`config.mk`:
```
export PLATFORM = sky130hd
export DESIGN_NAME = thread_fetch_scheduler
export DESIGN_NICKNAME = d
export VERILOG_FILES = /design/src/rtl/thread_fetch_scheduler.sv
export SDC_FILE = /design/constraint.sdc
export NUM_CORES = 1
export LEC_CHECK = 0
export ABC_CLOCK_PERIOD_IN_PS = 2650
export BUFFER_PORTS_ARGS = -buffer_cell sky130_fd_sc_hd__buf_2
export CELL_PAD_IN_SITES_DETAIL_PLACEMENT = 1
export CELL_PAD_IN_SITES_GLOBAL_PLACEMENT = 2
export CORE_MARGIN = 2
export CORE_UTILIZATION = 35
export DETAILED_ROUTE_END_ITERATION = 8
export GPL_TIMING_DRIVEN = 1
export PLACE_DENSITY_LB_ADDON = 0.1
export SLEW_MARGIN = 10
export SYNTH_ARGS = -nofsm -noshare
export SYNTH_HDL_FRONTEND = slang
export SYNTH_SLANG_ARGS = --single-unit
```
`constraint.sdc`:
```
create_clock -name CLK -period 2.65 [get_ports CLK]
set_input_delay 0.53 -clock CLK [delete_from_list [all_inputs] [get_ports CLK]]
set_output_delay 0.53 -clock CLK [all_outputs]
set_load 0.02 [all_outputs]
```
`src/rtl/thread_fetch_scheduler.sv`:
```
// Fetch-side scheduler for a 4-thread fine-grained multithreaded pipeline.
// Keeps one PC per hardware thread, picks one eligible thread per cycle in
// round-robin order and drives its PC and thread ID, registered, into IF/ID.
// Handles hazard stalls, per-thread redirects, halts and enables.

module thread_fetch_scheduler #(
    parameter int INSTMEM_LOG2_DEEP = 8
) (
    input  logic                         CLK,
    input  logic                         RST,
    input  logic [3:0]                   thread_en,
    input  logic                         hazard,
    input  logic                         redirect_valid,
    input  logic [1:0]                   redirect_tid,
    input  logic [INSTMEM_LOG2_DEEP-1:0] redirect_pc,
    input  logic                         halt_valid,
    input  logic [1:0]                   halt_tid,
    output logic [INSTMEM_LOG2_DEEP-1:0] PC_out,
    output logic [1:0]                   thread_id_out,
    output logic                         fetch_valid,
    output logic [3:0]                   thread_active
);

    localparam int W = INSTMEM_LOG2_DEEP;

    // Each thread starts in its own quarter of instruction memory.
    function automatic logic [W-1:0] base_pc(input logic [1:0] tid);
        logic [W-1:0] b;
        b = {W{1'b0}};
        b[W-1 -: 2] = tid;
        return b;
    endfunction

    logic [W-1:0] pc_r [4];
    logic [3:0]   halted_r;
    logic [1:0]   last_tid_r;
    logic [W-1:0] pc_out_r;
    logic [1:0]   tid_out_r;
    logic         fetch_valid_r;

    logic [3:0]   elig_s;
    logic         any_elig_s;
    logic [1:0]   sel_s;
    logic         issue_s;

    assign elig_s        = thread_en & ~halted_r;
    assign thread_active = elig_s;
    assign issue_s       = ~hazard & any_elig_s;

    assign PC_out        = pc_out_r;
    assign thread_id_out = tid_out_r;
    assign fetch_valid   = fetch_valid_r;

    // Round-robin pick: first eligible thread after the last one granted,
    // wrapping back to the last granted thread itself as lowest priority.
    always_comb begin
        sel_s      = 2'd0;
        any_elig_s = 1'b0;
        for (int i = 1; i <= 4; i++) begin
            if (!any_elig_s && elig_s[last_tid_r + i[1:0]]) begin
                sel_s      = last_tid_r + i[1:0];
                any_elig_s = 1'b1;
            end else begin
                sel_s      = sel_s;
                any_elig_s = any_elig_s;
            end
        end
    end

    // Per-thread PC/halt state, round-robin pointer and the registered fetch outputs.
    always_ff @(posedge CLK or negedge RST) begin
        if (!RST) begin
            for (int t = 0; t < 4; t++) begin
                pc_r[t] <= base_pc(2'(t));
            end
            halted_r      <= 4'b0000;
            last_tid_r    <= 2'd3;
            pc_out_r      <= {W{1'b0}};
            tid_out_r     <= 2'd0;
            fetch_valid_r <= 1'b0;
        end else begin
            for (int t = 0; t < 4; t++) begin
                if (!thread_en[t]) begin
                    // A parked thread is held at its base so re-enabling restarts it.
                    pc_r[t]     <= base_pc(2'(t));
                    halted_r[t] <= 1'b0;
                end else begin
                    // A redirect wins over the post-issue increment.
                    if (redirect_valid && (redirect_tid == 2'(t))) begin
                        pc_r[t] <= redirect_pc;
                    end else if (issue_s && (sel_s == 2'(t))) begin
                        pc_r[t] <= pc_r[t] + {{(W-1){1'b0}}, 1'b1};
                    end else begin
                        pc_r[t] <= pc_r[t];
                    end
                    if (halt_valid && (halt_tid == 2'(t))) begin
                        halted_r[t] <= 1'b1;
                    end else begin
                        halted_r[t] <= halted_r[t];
                    end
                end
            end

            // A stall freezes the fetch outputs and the round-robin pointer.
            if (!hazard) begin
                if (any_elig_s) begin
                    pc_out_r      <= pc_r[sel_s];
                    tid_out_r     <= sel_s;
                    fetch_valid_r <= 1'b1;
                    last_tid_r    <= sel_s;
                end else begin
                    pc_out_r      <= pc_out_r;
                    tid_out_r     <= tid_out_r;
                    fetch_valid_r <= 1'b0;
                    last_tid_r    <= last_tid_r;
                end
            end else begin
                pc_out_r      <= pc_out_r;
                tid_out_r     <= tid_out_r;
                fetch_valid_r <= fetch_valid_r;
                last_tid_r    <= last_tid_r;
            end
        end
    end

endmodule

```
Word level (Yosys, flattened, before mapping):

Cells that the tools add are included.
Widths: inputs -> output; s select.

* muxes and demuxes: 40
* $add $sub $neg: 7
* equality and inequality tests: 17
* bitwise gates (word level): 5
* reductions and logical operators: 22
* magnitude comparators: 5

Operators with widths (count)
* $mux 8: 14
* $add 8x1->8 const B: 4
* $mux 1: 17
* $bmux 8 s2: 1
* $logic_and 1x1->1: 15
* $eq 2x2->1 const B: 6
* $lt 2x3->1 const B: 4
* $ne 3x1->1 const B: 4
* $bmux 1 s2: 4
* $mux 2: 4
* $ne 2x1->1 const B: 4
* $eq 2x1->1 const B: 3
* $logic_not 2->1: 3
* $add 2x2->2 const B: 2
* $and 4x4->4: 1
* $not 4->4: 1
* $ge 3x3->1 const B: 1
* $logic_not 1->1: 3
* $not 2->3: 1
* $add 2x1->2 const B: 1
* $reduce_and 2->1: 1
* $and 1x1->1: 1
* $not 1->1: 1

* register bits after elaboration: 49
* output and inout port bits: 15

Depth between registers and ports, before layout:

Gate-level depths: netlist (run 1).

* depth in word-level cells: 19
* depth in mapped cells: 9

Worst setup path before layout (run 1):

OpenSTA, ideal clock, no wires.

* path type: input to register
* start point: in thread_en[1]
* end point: reg pc_r[5] (netlist name)
* path slack: 574 ps
* required time: 2568 ps
* arrival: 1994 ps
* path buffers: 2
* setup time: 82 ps
* stages: 8
* path through: buf_6 > nand2b_4 > inv_2 > nor2_1 > o32a_2 > buf_6 > or4_1 > a31oi_1

* cells in the longest elaborated chain, start to end: 16
* elaborated cells on any way between the ends: 27
* classes of those cells: eq/ne: 2; mux: 16; bitwise: 2; reduce/logical: 7

Ends and longest elaborated chain
* start: declaration: RTL line 11 `input logic [3:0] thread_en,`
* $and 4x4->4 *: RTL line 46 `assign elig_s = thread_en & ~halted_r;`
* net thread_active[1]: RTL line 21 `output logic [3:0] thread_active`
* $bmux 1 s2: RTL line 60 `if (!any_elig_s && elig_s[last_tid_r + i[1:0]]) begin`
* $mux 1 (implied by the code): RTL line 60
* $mux 1: RTL line 60
* $logic_not 1->1: RTL line 60
* $logic_and 1x1->1: RTL line 60
* $mux 1: RTL line 60
* $logic_not 1->1: RTL line 60
* $logic_and 1x1->1: RTL line 60
* $mux 1: RTL line 60
* $logic_not 1->1: RTL line 60
* $logic_and 1x1->1: RTL line 60
* $mux 2 or $mux 1 (tied branches): RTL line 60
* $eq 2x2->1 or $and 1x1->1 (tied branches): RTL line 91, 48
* $logic_and 1x1->1 *: RTL line 91 `end else if (issue_s && (sel_s == 2'(t))) begin`
* $ne 3x1->1 (no source line) *
* end signal: indexed assignment: RTL line 90 `pc_r[t] <= redirect_pc;`
* end signal: indexed assignment: RTL line 92 `pc_r[t] <= pc_r[t] + {{(W-1){1'b0}}, 1'b1};`
* end signal: indexed assignment: RTL line 94 `pc_r[t] <= pc_r[t];`
* end: declaration: RTL line 34 `logic [W-1:0] pc_r [4];`

Mark *: on every way through the listed nets, which the timed path passes. The rest lies on a longest branch. The select of a mux whose other input is x is not followed.
A chain may end at the register's enable or synchronous reset.

Worst setup path in the final report (run 1):

* start point: reg last_tid_r[0]
* end point: reg pc_r[27] (netlist name)

* cells in the longest elaborated chain, start to end: 16
* elaborated cells on any way between the ends: 29
* classes of those cells: add/sub: 3; eq/ne: 1; mux: 16; bitwise: 1; reduce/logical: 8

Ends and longest elaborated chain
* start: declaration: RTL line 36 `logic [1:0] last_tid_r;`
* start signal: assignment: RTL line 110 `last_tid_r <= sel_s;`
* start signal: assignment: RTL line 115 `last_tid_r <= last_tid_r;`
* start signal: assignment: RTL line 121 `last_tid_r <= last_tid_r;`
* $add 2x1->2: RTL line 60, 61
* $bmux 1 s2: RTL line 60
* $mux 1 (implied by the code): RTL line 60
* $mux 1: RTL line 60
* $logic_not 1->1: RTL line 60
* $logic_and 1x1->1: RTL line 60
* $mux 1: RTL line 60
* $logic_not 1->1: RTL line 60
* $logic_and 1x1->1: RTL line 60
* $mux 1: RTL line 60
* $logic_not 1->1: RTL line 60
* $logic_and 1x1->1: RTL line 60
* $mux 1 or $mux 2 (tied branches): RTL line 60
* $and 1x1->1 or $logic_not 2->1 (tied branches): RTL line 48, 91
* $logic_and 1x1->1 *: RTL line 91
* $ne 3x1->1 (no source line) *

Mark *: on every way between the ends. The rest lies on a longest branch, timed or not. The select of a mux whose other input is x is not followed.

==> out/qor.yml, run 1 <==
run_status:
  outcome: "completed"
timing:
  final.setup.worst_slack_ns: 0.3916
  fin_crit_ns: 2.258
  maxSlewHeadroom: 0.4988
  fin_worst_skew_ns: 0.007303
  grt_setup_unrepaired: "no"
  setup_violations: 0
  timing_hold_violations_final: 0
  max_freq_mhz: 442.8
  setup_tns_ns: 0
  period_share: 0.8522
  final_max_slew_viol_count: 0
  tightest_slew_ns: 0.7496
grt:
  grt_pass1_wl_um: 17670
  grt_use_total: 0.2303
  grt_pass1_vias: 3151
  grt_max_degree: 50
  grt-ovfl-total: 0
  antenna_found_initial: 0
critical_path:
  crit_type: "register to register"
  critPathTopFamily: "compound AO/OA/AOI/OAI gates"
  cp-end-kind: "register"
  slowest_delay_ns: 0.60
  worst-path-stages: 6
  cp_cell_sequence: "nor3b_2 -> a211oi_2 -> o32ai_4 -> buf_4 -> or4_1 -> a31oi_1"
  crit_slowest_cell: "dfstp_2"
  crit_path_max_fanout: 10
  cp_data_arrival_time_ns: 2.50
  r2r_cells: 6
  path_buf_inv: 1
  critPathRequiredTime_ns: 2.89
  start_kind: "register"
detailed_routing:
  viasPerCell: 6.177
  vias: 3064
  firstDrtPassIters: 4
  drc: 0
  drtIter0Drc: 140
  routed_wl_um: 10950
  wl_per_cell_um: 22.08
  antenna_left: 0
layout:
  num-nets-final: 412
  area_growth_pct: 13.19
  fillers: 1040
  num_antenna_cells: 0
  final_layout_size_suffix_gt1_frac: 0.2320
  post-route-util: 0.4120
die:
  die_w_um: 99.70
  start_util: 0.3640
  core_sq_um: 8806
  die_y_um: 99.70
  fp.dieArea_sq_um: 9940
  ios: 36
  placementRows: 34
clock_network:
  numCtsBuffers: 5
  cts_resized: 0
  cts-root-buf: "clkbuf_8"
  clk_path_buf_depth: 2
  ctsHoldBuffers: 0
  clk_pin_slew_worst_paths_ns: 0.10
  clk_latency_ns: 0.31
  cts_max_level: 2
  cts_tree: "done"
  cts.sinks: 49
  cts_setup_buffers: 0
worst_hold_path:
  hold_class: "primary input to asynchronous set/reset pin"
yosys:
  synth_area_leaders: "dfrtp_1 34%, o21ai_0 5.5%, nand3_1 5.2%"
  synth_area_per_cell_sq_um: 9.004
  synthCells: 356
  synth_top_area_share: 0.3357
  synth-edff-count: 0
  synth_top_area_cell: "dfrtp_1"
  synth.distinct_cells: 50
  synth_flop_cell: "dfrtp_1"
  syn-num-nets: 381
  syn_area_sq_um: 3206
  ys_ff_latch: 49
  async_flop_share: 1.000
  yosysSeqAreaShare: 0.3849
  yosysWarnings: 0
place:
  io_buffers: 35
  gp_congestion: 0.7994
  dpl_worst_slack_ns: 0.1360
  dp_hpwl_um: 7823
power_and_ir_drop:
  ir_drop_v: 0.0002311
  p_leak_nw: 1.440
  cellPowerDensity_nw_per_um2: 635.9
flow_run:
  maxCapViolations: 0
[cells in the final DEF, fill, tap and decap left out, drive strengths merged, types with 12 or more instances in the layout]
| cell type | instances |
|---|---|
| a31oi | 26 |
| buf | 50 |
| dfrtp | 43 |
| inv | 13 |
| mux2i | 12 |
| nand2 | 24 |
| nand3 | 33 |
| nor2 | 15 |
| nor3 | 15 |
| o21ai | 35 |
[cell type report]
type	instances	area, sq um	share of cell area
tap	108	135.1	0.03724
sequential	49	1234	0.3400
multi-input combinational	268	1794	0.4945
timing repair buffer	50	300.3	0.08276
clock inverter	1	30.03	0.008276
clock buffer	7	86.33	0.02379
inverter	13	48.80	0.01345
[routing by layer]
layer	wire, um	up-vias	track usage
met5	0	-	0
met4	212	0	0.06955
met3	427	14	0.02881
met2	5151	64	0.3742
met1	5160	1555	0.3215
li1	-	1431	-
[sequential cells by signal (all words and copies together) (netlist names)]
register       cells
fetch_valid        1
halted_r           4
last_tid_r         2
thread_id_out      2
PC_out             8
pc_r              32
[cell families after synthesis]
group                      Yosys count  share of synthesized area
AOI/OAI and AO/OA                  104                     0.2268
adders and majority gates            4                    0.01561
buffers and inverters               39                    0.05894
DFF                                 49                     0.3849
muxes                               19                    0.06206
and+or+nand+nor                    141                     0.2518
[stage by stage]
step / cells / power (mW) / hold slack, ns / cell area (sq um)
2_1_floorplan: 356 / 1.445 / 0.2344 / 3206
3_3_place_gp: 488 / 1.720 / 0.4565 / 3512
3_5_place_dp: 488 / 1.735 / 0.4662 / 3512
4_1_cts: 496 / 2.326 / 0.3575 / 3628
5_1_grt: 496 / 2.438 / 0.3707 / 3628
6_report: 496 / 2.307 / 0.3151 / 3628
[synthesized netlist by cell type, types with 3 or more instances]
cell,count
dfrtp_1,43
o21ai_0,35
nand3_1,33
a31oi_1,26
nand2_1,24
nor2_1,15
nor3_1,15
mux2i_1,12
clkbuf_1,11
inv_1,11
buf_2,10
o31ai_1,10
or4_1,10
mux2_2,7
nand4_1,7
or3_1,7
dfstp_2,6
a221o_1,5
nor3b_1,5
a31o_2,4
ha_1,4
nand3b_1,4
nor4_1,4
o221ai_1,4
a311oi_1,3
and2_1,3
buf_6,3
nand2b_4,3
[path summary, 6_finish.rpt]
path                       slack, ns              from               end
max                             0.39     last_tid_r[0]          pc_r[27]
min                             0.32               RST          pc_r[27]
max reg2reg                     0.39     last_tid_r[0]          pc_r[27]
min reg2reg                     0.49  thread_id_out[1]  thread_id_out[1]
max in group asynchronous       1.87               RST          pc_r[24]
min in group CLK                0.49  thread_id_out[1]  thread_id_out[1]
[power breakdown]
group	total [mW]	switching [mW]	internal, mW
Clock	0.587	0.278	0.309
Sequential	0.942	0.0985	0.843
Combinational	0.779	0.495	0.284
Total	2.31	0.872	1.44
No activity file was read; power rests on OpenSTA's default activity.
==> run 2, diff against run 1 <==
--- a/config.mk
+++ b/config.mk
@@ -14,6 +14,7 @@
 export DETAILED_ROUTE_END_ITERATION = 8
 export GPL_TIMING_DRIVEN = 1
 export PLACE_DENSITY_LB_ADDON = 0.1
+export SETUP_SLACK_MARGIN = 0.4
 export SLEW_MARGIN = 10
 export SYNTH_ARGS = -nofsm -noshare
 export SYNTH_HDL_FRONTEND = slang
==> run 2 against run 1 <==
Effect of this change:
- clock-buffer cell count did not move
- hold slack improved by 0.0077 ns
- critical path depth rose by 1
- worst setup slack improved by 0.053 ns
- non-clock buffer count rose by 6
- maximum frequency rose by 2.4%
- power rose by 3.0%
- design area rose by 2.4%
- flip-flop and latch count did not move
- clock skew fell by 0.0016 ns
- final cell count rose by 1.2%
- sequential share of layout area fell by 0.77 points
- critical path type unchanged
- critical endpoint unchanged
- highest routed layer unchanged
==> out/qor.yml, run 2 (synthesized netlist as in run 1, its figures left out) <==
timing:
  period_share: 0.8322  # -0.02002
  tightest_slew_ns: 0.7279  # -0.02165 ns
  maxSlewHeadroom: 0.5132  # +0.01448
  max_freq_mhz: 453.4  # +2.4%
  fin_worst_skew_ns: 0.005673  # -0.001630 ns
  whs_ns: 0.3228  # +0.007750 ns
  fin_crit_ns: 2.205  # -0.05304 ns
  grt_setup_unrepaired: "yes"
  final.setup.worst_slack_ns: 0.4447  # +0.05304 ns
  final_max_slew_viol_count: 0  # unchanged
  setup_violations: 0  # unchanged
  timing_hold_violations_final: 0  # unchanged
  setup_tns_ns: 0  # unchanged
clock_network:
  cts.sinks: 49  # unchanged
  clk_pin_slew_worst_paths_ns: 0.10  # about the same
  cts-root-buf: "clkbuf_8"
  clk_latency_ns: 0.31  # about the same
  clk_path_buf_depth: 2  # unchanged
  numCtsBuffers: 5  # unchanged
  cts_max_level: 2  # unchanged
  cts_tree: "done"
critical_path:
  cp_cell_sequence: "inv_1 -> a211oi_4 -> o32ai_4 -> buf_4 -> buf_4 -> or4_1 -> a31oi_1"
  crit_slowest_cell: "dfstp_2"
  path_buf_inv: 3  # +2
  r2r_cells: 7  # +1
  r2r_setup_slack_ns: 0.44  # +0.05 ns
  critPathRequiredTime_ns: 2.89  # about the same
  r2r_end: "pc_r[27]"
  start_kind: "register"
  r2r_start: "last_tid_r[1]"
  crit_path_max_fanout: 9  # -1
  cpMostUsedCell: "buf_4"
  crit_type: "register to register"
  slowest_delay_ns: 0.56  # -0.04 ns
  cp_data_arrival_time_ns: 2.44  # -0.06 ns
  critPathTopFamily: "compound AO/OA/AOI/OAI gates"
  cp-end-kind: "register"
place:
  dp.cells: 488  # unchanged
  gp_congestion: 0.7994  # unchanged
  dp_hpwl_um: 7823  # unchanged
  dpl_worst_slack_ns: 0.1360  # unchanged
  io_buffers: 35  # unchanged
  place_area_sq_um: 3512  # unchanged
die:
  core_sq_um: 8806  # unchanged
  die_w_um: 99.70  # unchanged
  die_y_um: 99.70  # unchanged
  fp.dieArea_sq_um: 9940  # unchanged
  placementRows: 34  # unchanged
  ios: 36  # unchanged
  start_util: 0.3640  # unchanged
layout:
  post-route-util: 0.4220  # +0.009946
  mostFrequentLayoutCells: "42 x dfrtp_1, 35 x o21ai_0, 35 x buf_2, 33 x nand3_1, 26 x a31oi_1"
  largest_register: "pc_r"
  mostFrequentLayoutCell: "dfrtp_1"
  final_layout_size_suffix_gt1_frac: 0.2462  # +0.01423
  largest_reg_flops: 32  # unchanged
  num-nets-final: 418  # +1.5%
  final_cells: 502  # +1.2%
  num_antenna_cells: 0  # unchanged
  fillers: 1038  # -0.19%
  area_growth_pct: 15.92
  stdcell_area_sq_um: 3716  # +2.4%
grt:
  grt_use_total: 0.2303  # unchanged
  grt_pass1_vias: 3151  # unchanged
  antenna_found_initial: 0  # unchanged
  grt_max_degree: 50  # unchanged
  grt_pass1_wl_um: 17670  # unchanged
  grt-ovfl-total: 0  # unchanged
detailed_routing:
  drtIter0Drc: 165  # +18%
  firstDrtPassIters: 4  # unchanged
  m1WireLength_um: 5356  # +3.8%
  antenna_left: 0  # unchanged
  vias: 3083  # +0.62%
  highest_layer: "met4"
  viasPerCell: 6.141  # -0.58%
  met2_length_um: 5245  # +1.8%
  wl_per_cell_um: 22.18  # +0.46%
  dr_wl_met3_um: 322  # -25%
  drc: 0  # unchanged
  routed_wl_um: 11140  # +1.7%
power_and_ir_drop:
  power_mw: 2.377  # +3.0%
  cellPowerDensity_nw_per_um2: 639.8  # +0.60%
  ir_drop_v: 0.0002381  # +3.0%
  p_leak_nw: 1.475  # +2.4%
flow_run:
  maxCapViolations: 0  # unchanged
run_status:
  outcome: "completed"
worst_hold_path:
  hold_class: "primary input to asynchronous set/reset pin"
==> run 2: routing by layer <==
layer | vias to the layer above | track usage
met2 | 55 | 0.3742
met3 | 13 | 0.02881
met4 | 0 | 0.06955
met1 | 1567 | 0.3215
li1 | 1448 | -
met5 | - | 0
==> run 2: power breakdown <==
part	total (mW)	switching (mW)	internal, mW
sequential	0.941	0.0975	0.843
clock	0.590	0.282	0.309
combinational	0.846	0.520	0.326
==> run 2: what timing repair did <==
item                                    in CTS  in global routing
endpoints found under the setup margin       0                 16
buffers inserted                             0                  6
hold buffers                                 0                  0
gates resized for setup                      0                  7
==> run 2: layout make-up <==
type / count / area (sq um) / share of cell area
Timing Repair Buffer: 56 / 349.1 / 0.09394
Sequential cell: 49 / 1235 / 0.3323
Tap cell: 108 / 135.1 / 0.03636
Clock inverter: 1 / 30.03 / 0.008081
Clock buffer: 7 / 86.33 / 0.02323
Inverter: 13 / 48.80 / 0.01313
Multi-Input combinational cell: 268 / 1832 / 0.4929
==> run 2: worst reg2reg max path, stage by stage (launching register included) <==
cell and delay (ns):
dfstp_2 0.56, inv_1 0.12, a211oi_4 0.29, o32ai_4 0.14, buf_4 0.18, buf_4 0.17, or4_1 0.51, a31oi_1 0.17
==> run 2: how the worst max path moves through the flow <==
stage                  startpoint   endpoint  slack [ns]  depth (start not counted)
CTS                 last_tid_r[0]   pc_r[27]        0.41                          6
global route          halted_r[3]   pc_r[11]        0.38                          8
global placement     thread_en[3]   pc_r[12]        0.20                          7
detailed placement   thread_en[3]  PC_out[6]        0.14                          7
floorplan            thread_en[1]    pc_r[5]        0.57                          8
finish              last_tid_r[1]   pc_r[27]        0.44                          7
